## src/rtl/operand_sequencer.sv

```systemverilog
// Operand entry and handshake sequencer: collects two 12-bit operands as hex
// digits, launches a downstream core, captures its result and flags timeouts.
module operand_sequencer #(
  parameter int TIMEOUT = 255
) (
  input  logic        Clk,
  input  logic        Reset,
  input  logic [3:0]  Nib,
  input  logic        NibValid,
  input  logic        Go,
  input  logic        CoreIdle,
  input  logic        CoreDone,
  input  logic [11:0] CoreA,
  output logic [11:0] Ain,
  output logic [11:0] Bin,
  output logic        Start,
  output logic        Ack,
  output logic [11:0] Result,
  output logic        ResultValid,
  output logic        Busy,
  output logic        Error
);

  typedef enum logic [7:0] {
    LOAD_A = 8'b0000_0001,
    LOAD_B = 8'b0000_0010,
    READY  = 8'b0000_0100,
    START  = 8'b0000_1000,
    WAIT   = 8'b0001_0000,
    ACK    = 8'b0010_0000,
    SHOW   = 8'b0100_0000,
    ERR    = 8'b1000_0000
  } state_t;

  state_t     state;
  state_t     next_state;
  logic [1:0] digit;
  logic [7:0] wait_cnt;
  logic       loading;
  logic       limit_hit;

  assign loading   = (state == LOAD_A) || (state == LOAD_B);
  assign limit_hit = (wait_cnt == 8'(TIMEOUT - 1));
  assign Busy      = (state == START) || (state == WAIT) || (state == ACK);

  always_comb begin
    next_state = state;
    case (state)
      LOAD_A: if (NibValid && digit == 2'd2) next_state = LOAD_B;
      LOAD_B: if (NibValid && digit == 2'd2) next_state = READY;
      READY:  if (Go) next_state = START;
      START:  if (CoreIdle) next_state = WAIT;
      // A done arriving on the limit cycle is still accepted
      WAIT: begin
        if (CoreDone)       next_state = ACK;
        else if (limit_hit) next_state = ERR;
      end
      ACK:    next_state = SHOW;
      SHOW:   if (Go) next_state = LOAD_A;
      ERR:    next_state = ERR;
      default: next_state = LOAD_A;
    endcase
  end

  // Registered strobes/flags are derived from the upcoming state so they
  // line up exactly with state occupancy.
  always_ff @(posedge Clk) begin
    if (Reset) begin
      state       <= LOAD_A;
      Ain         <= '0;
      Bin         <= '0;
      Result      <= '0;
      Start       <= 1'b0;
      Ack         <= 1'b0;
      ResultValid <= 1'b0;
      Error       <= 1'b0;
      digit       <= '0;
      wait_cnt    <= '0;
    end else begin
      state       <= next_state;
      Start       <= (next_state == START);
      Ack         <= (next_state == ACK);
      ResultValid <= (next_state == SHOW);
      Error       <= (next_state == ERR);

      if (NibValid && loading) begin
        digit <= (digit == 2'd2) ? 2'd0 : digit + 2'd1;
        if (state == LOAD_A) Ain <= {Ain[7:0], Nib};
        else                 Bin <= {Bin[7:0], Nib};
      end

      if (state == WAIT) begin
        if (CoreDone) begin
          Result   <= CoreA;
          wait_cnt <= '0;
        end else begin
          wait_cnt <= wait_cnt + 8'd1;
        end
      end else begin
        wait_cnt <= '0;
      end

      if (state == SHOW && Go) begin
        Ain <= '0;
        Bin <= '0;
      end
    end
  end

endmodule

```

## config.mk

```make
export PLATFORM = sky130hd
export DESIGN_NAME = operand_sequencer
export DESIGN_NICKNAME = d
export VERILOG_FILES = /design/src/rtl/operand_sequencer.sv
export SDC_FILE = /design/constraint.sdc
export NUM_CORES = 1
export LEC_CHECK = 0
export ABC_AREA = 1
export BUFFER_PORTS_ARGS = -buffer_cell sky130_fd_sc_hd__buf_2
export CORE_MARGIN = 1.5
export CORE_UTILIZATION = 55
export CTS_BUF_LIST = sky130_fd_sc_hd__clkbuf_4 sky130_fd_sc_hd__clkbuf_8
export DETAILED_ROUTE_END_ITERATION = 6
export PLACE_DENSITY = 0.83
export SLEW_MARGIN = 20
export SYNTH_ARGS = -nofsm -noshare
export SYNTH_HDL_FRONTEND = slang
export SYNTH_SLANG_ARGS = --single-unit
export TNS_END_PERCENT = 20
```

## constraint.sdc

```tcl
create_clock -name Clk -period 1.5 [get_ports Clk]
set_input_delay 0 -clock Clk [delete_from_list [all_inputs] [get_ports Clk]]
set_output_delay 0 -clock Clk [all_outputs]
set_load 0.01 [all_outputs]
```

Word-level counts from Yosys, hierarchy flattened
Index checks and enable logic that the tools add are counted. Widths: inputs -> output; s select.

$add $sub $neg: 2. Equality and inequality tests: 14. Mux-type cells: 9. Bitwise operators: 2. Reductions and logical operators: 11.

Operators by type and width (count): $pmux 8 s8 (1); $mux 8 (7); $eq 8x8->1 const B (3); $eq 8x4->1 const B (2); $eq 8x6->1 const B (2); $eq 8x7->1 const B (2); $add 8x1->8 const B (1); $eq 8x1->1 const B (1); $eq 8x2->1 const B (1); $eq 8x3->1 const B (1); $eq 8x5->1 const B (1); $reduce_and 2->1 (3); $logic_and 1x1->1 (3); $logic_or 1x1->1 (3); $reduce_or 3->1 (1); $add 2x1->2 const B (1); $eq 2x2->1 const B (1); $mux 2 (1); $not 1->1 (2); $reduce_or 2->1 (1).

Register bits after elaboration: 58. Bits of input ports: 22. Output and inout port bits: 41. Word-level logic and storage cells: 48.

Longest topological paths before layout
Depth in word-level cells: 5. Depth in mapped cells: 9. Depth with buffers taken out: 9.

Least setup slack after synthesis
No wires, ideal clock.

Kind: register to register. Start: register state[0]. End: register Result[10]. Setup time: 0.116 ns. Data arrival time: 1.064 ns. Data required time: 1.384 ns. Setup slack: 0.320 ns. Stages on the path, launching flop included: 10. Path buffers: 1. Period minus slack after synthesis: 1.180 ns. Cell sequence: dfxtp_1 -> inv_2 -> nand2_4 -> nor2_4 -> nand2_4 -> nor2_8 -> inv_2 -> buf_6 -> nor2_1 -> nor2_1.

Cells in the longest elaborated chain, start to end: 2.

RTL lines: from (decl) (line 35) `state_t state;`; from (signal assigned) (line 80) `state <= next_state;`; $eq 8x5->1 (line 92) `if (state == WAIT) begin`; $reduce_and 2->1 (no source line); to (signal assigned) (line 94) `Result <= CoreA;`; to (decl) (line 18) `output logic [11:0] Result,`.

Every way passes these cells. A chain may end at the register's enable or synchronous reset.

Worst setup path after layout
Start: register state[2]. End: register Ain[6].

Cells in the longest elaborated chain, start to end: 4. Elaborated cells on any way between the ends: 8. Those cells by class: eq/ne: 3; reduce/logical: 5.

RTL lines: $eq 8x1->1 / $eq 8x2->1 (equally long branches) (line 42, 88); $logic_or 1x1->1 (line 42) `assign loading = (state == LOAD_A) || (state == LOAD_B);`; $logic_and 1x1->1 (line 86) `if (NibValid && loading) begin`; $reduce_and 2->1 (no source line); to (signal assigned) (line 88) `if (state == LOAD_A) Ain <= {Ain[7:0], Nib};`; to (decl) (line 14) `output logic [11:0] Ain,`.

Several ways; a longest one is shown, not always the timed one.

==> reports/results.env <==
PLACE_CONGESTION=0.8483
SYNTH_FP_NETS=363
FIRSTDRTPASSITERS=4
KIND_OF_START_POINT_OF_THE_CRITICAL_PATH='register'
DRTITER0DRC=115
CLKTRANSATPATHREGS_NS=0.07
DRC=0
RELATIVE_SLEW_MARGINS_PCT=61.88
FINAL.PERIOD_UTILIZATION_PCT=93.02
POSTSYNTH.ASYNCRESETSHARE_PCT=0
WORSTPATHARRIVAL_NS=1.66
CELL_BY_CELL_TRACE_OF_THE_CRITICAL_PATH='nor2_2 -> nand2_1 -> nor2_2 -> a21oi_4 -> inv_2 -> a21oi_1'
F_MAX_MHz=716.7
P_SW_W=0.0007953
MIN_FROM='Go'
GRT_SETUP_UNREPAIRED='true'
POSTCTSSETUPBUFFERS=0
SYNTH_ENABLE_FLOP_CELLS=0
STD_CELL_ROWS=24
TIMING.FINAL.HOLD_VIOLATIONS=0
CRIT_CELLS=6
R2R_SLACK_NS=0.10
PORT-BUFFER-COUNT=62
WORSTREG2REGEND='Ain[6]'
SWITCH_SHARE_PCT=23.84
MOSTFREQUENTLAYOUTCELL='nor2_1'
ANTENNA_FOUND_INITIAL=0
CORE_AREA_MM2=0.004414
NUMBER_OF_BUFFERS_ON_THE_LONGEST_CLOCK_PATH=2
CLK_LAT_WORST_SKEW_NS=0.34
POSTSYNTH.TOPFLOPCELL='dfxtp_1'
SYNTHXORXNORAREAFRAC_PCT=1.376
COMBPWRFRAC_PCT=7.5
SYNTHADDERAREAFRAC_PCT=0.9828
INTERNAL-POWER_W=0.002541
GRT_OVERFLOW_TOTAL=0
POWER_FRAC_SEQ_PCT=47.4
POST_SYNTH_NUM_CELL_TYPES=29
SYN_AVG_CELL_AREA_UM2=7.511
POST_ROUTE_CELLS_DRIVE_ABOVE_1_SHARE_PCT=25.41
TRANSITION_AT_THE_PIN_WITH_THE_SMALLEST_MAX_TRANSITION_SLACK_NS=0.5712
SYNTH_TOP_FAMILY_BY_AREA='simple AND/OR/NAND/NOR gates'
CTS.ROOT.BUFFER_CELL='clkbuf_8'
FILLERS=305
FINAL_ANTENNA_NET_COUNT=0
POWER-PER-CELL-AREA_mW_PER_MM2=1030
STATUS='finished clean'
SHARE_CLK_OF_TOTAL_POWER_PCT=45.1
TIMING.RR.START='state[2]'
CTS.HTREE.LEVELS=3
WORSTPATHBUFFERINVERTERCOUNT=1
CPMAXSTAGEDELAYCELL='dfxtp_1'
ANTENNADIODECOUNT=0
MAXIMUM_NUMBER_OF_PINS_ON_ONE_NET_BEFORE_GLOBAL_ROUTE_REPAIR=25
YS_FF_LATCH=58
SYNTH.CELL_AREA_MM2=0.002546
SLOWEST_DELAY_NS=0.41
DR_TOTAL_VIAS=2351
TIMING.HOLD.WORST_ENDPOINT='Bin[9]'
SYN_TO_FINAL_GROWTH_PCT=27.22
CRITICAL_PATH.MAX_FANOUT=13
FINALMAXSLEWVIOLATIONS=0
POST-PLACE-CELLS=442
NUMCTSBUFFERS=9
PATH_COMMON_CELL='nor2_2'
SYNTHESIZED_AREA_FRACTION_OCCUPIED_BY_AO_OA_AOI_AND_OAI_CELLS_PCT=8.403
SETUP_VIOL_COUNT_FINAL=0
YOSYSWARNINGS=0
TIMING.HOLD.WORST.CLASS='in2reg'
INITIAL_UTILIZATION_PCT=57.68
FP.DIEW_UM=71.04
LAYOUT.CELL_AREA.NON_FILLER_MM2=0.003239
STATIC-LEAKAGE-POWER_nW=1.667
POST_DRT_WL_PER_CELL_UM=12.24
HOLDPATHSTAGES=4
LAYOUT.NETS=444
CPLARGESTDELAYFAMILY='compound AO/OA/AOI/OAI gates'
TIMING.FINAL.CRIT_PERIOD_NS=1.395
DETAIL_ROUTE.WIRELENGTH_MM=5.839
VDD.IR_DROP.WORST_mV=0.7816
WORST_SETUP_PATH_STARTPOINT='state[2]'
CLOCK_SKEW_NS=0.006304
CRITICAL_PATH_CLASS='reg2reg'
WORSTREGTOREGCELLS=6
CTS.SINKS=58
DETAIL_ROUTE.VIAS_PER_CELL=4.929
TRITONCTS='done'
CELL_AREA_PLACED_MM2=0.002833
MAXCAPVIOLCOUNT=0
FIRST_GLOBAL_VIAS=2270
GRT_PASS1_WL_MM=9.742
DIE_H_UM=71.04
YS_SEQ_AREA_SHARE_PCT=45.60
CRITICAL_PATH_REQUIRED_NS=1.76
SYNTH.AREA.MUX_SHARE_PCT=0
DIE-AREA_MM2=0.005047
LAYOUT_COMMON_CELLS='72 x nor2_1, 71 x nand2_1, 62 x buf_2, 58 x dfxtp_1, 26 x inv_1'
COUNT_OF_MAPPED_CELLS_OUT_OF_SYNTHESIS=339
GLOBAL_ROUTE.USAGE.TOTAL_PCT=24.45
DETAILED_PLACE_HPWL_MM=3.585
WORST_SETUP_PATH_END_KIND='register'
FINISH.CELL_COUNT_WITHOUT_FILLERS=477
IO_PINS=63
SYNTH_SIMPLE_GATE_AREA_SHARE_PCT=34.45
## layout make-up
| class | instances | area (um^2) | share of cell area [%] |
|---|---|---|---|
| clock inverter | 4 | 50.05 | 1.545 |
| tap | 52 | 65.06 | 2.008 |
| inverter | 36 | 137.6 | 4.249 |
| timing repair buffer | 81 | 498.0 | 15.37 |
| sequential | 58 | 1161 | 35.84 |
| clock buffer | 12 | 158.9 | 4.905 |
| multi-input combinational | 234 | 1169 | 36.08 |
## cell usage after synthesis, types with 3 or more instances
master   number  area share, %
inv_1        26            3.8
o21ai_0      11            2.2
xor2_1        3            1.0
nand2_1      71             10
dfxtp_1      58             46
a21oi_1      22            4.3
buf_2         5           0.98
nand4_1       3           0.74
nand3_1      22            4.3
nand2_4       5            2.2
buf_6         5            2.2
inv_2         9            1.3
nor2_1       72             11
nor2_2        4           0.98
## layer usage
layer / GRT usage, % / wire (um) / vias to the layer above / part of all wire, %
met4: 10.69 / 117 / 0 / 2.0
met1: 28.76 / 2548 / 1051 / 44
met3: 5.983 / 274 / 13 / 4.7
li1: - / - / 1224 / -
met2: 42.26 / 2899 / 63 / 50
met5: 0 / 0 / - / 0
## what timing repair did
| item | 4_1_cts | 5_1_grt |
|---|---|---|
| hold endpoints to repair | 24 | 0 |
| endpoints found under the setup margin | 0 | 3 |
| resized for setup | 0 | 1 |
| hold buffers | 18 | 0 |
## worst min-delay path: stages
cell	delay (ns)
buf_2	0.13
a21oi_4	0.12
nand2_1	0.09
nor2_1	0.03
## stage by stage
stage | hold WS, ns | setup TNS [ns] | setup slack [ns] | util [%] | power, W
floorplan | 0.1349 | 0 | 0.3199 | - | 0.001767
global placement | 0.2216 | 0 | 0.2092 | 64.17 | 0.001815
detailed placement | 0.2288 | 0 | 0.1574 | 64.17 | 0.001819
CTS | 0.04939 | 0 | 0.1158 | 72.99 | 0.003349
global route | 0.09178 | -0.009095 | -0.009095 | 73.38 | 0.003442
finish | 0.07302 | 0 | 0.1047 | 73.38 | 0.003336
## worst max path at each step
stage / endpoint / slack (ns)
global placement: Result[9] / 0.21
global route: Busy / -0.009
floorplan: Result[10] / 0.32
finish: Ain[6] / 0.10
detailed placement: Ain[6] / 0.16
CTS: Ain[6] / 0.12
## flip-flops by register name, summed over array words and instances, names as in the netlist
name         flops
Bin             12
state            8
digit            2
wait_cnt         8
Start            1
Ack              1
Error            1
Ain             12
Result          12
ResultValid      1
## cell families (layout without fill, tap and decap cells)
kind of cell / Yosys count / after routing
AO/OA/AOI/OAI: 39 / 39
XOR/XNOR: 4 / 4
adder cells (fa/ha/maj): 2 / 2
buffers and inverters: 48 / 133
flip-flops: 58 / 58
AND/OR/NAND/NOR: 188 / 189
## power by group through the flow
| stage | clock network [W] | logic (W) | registers (W) |
|---|---|---|---|
| 4_1_cts | 0.00152 | 0.000242 | 0.00158 |
| 2_1_floorplan | 0 | 0.000147 | 0.00162 |
| 3_3_place_gp | 0 | 0.000199 | 0.00162 |
| 3_5_place_dp | 0 | 0.000204 | 0.00162 |
| 6_report | 0.00150 | 0.000251 | 0.00158 |
| 5_1_grt | 0.00158 | 0.000277 | 0.00158 |
(Power assumes the default switching activity.)
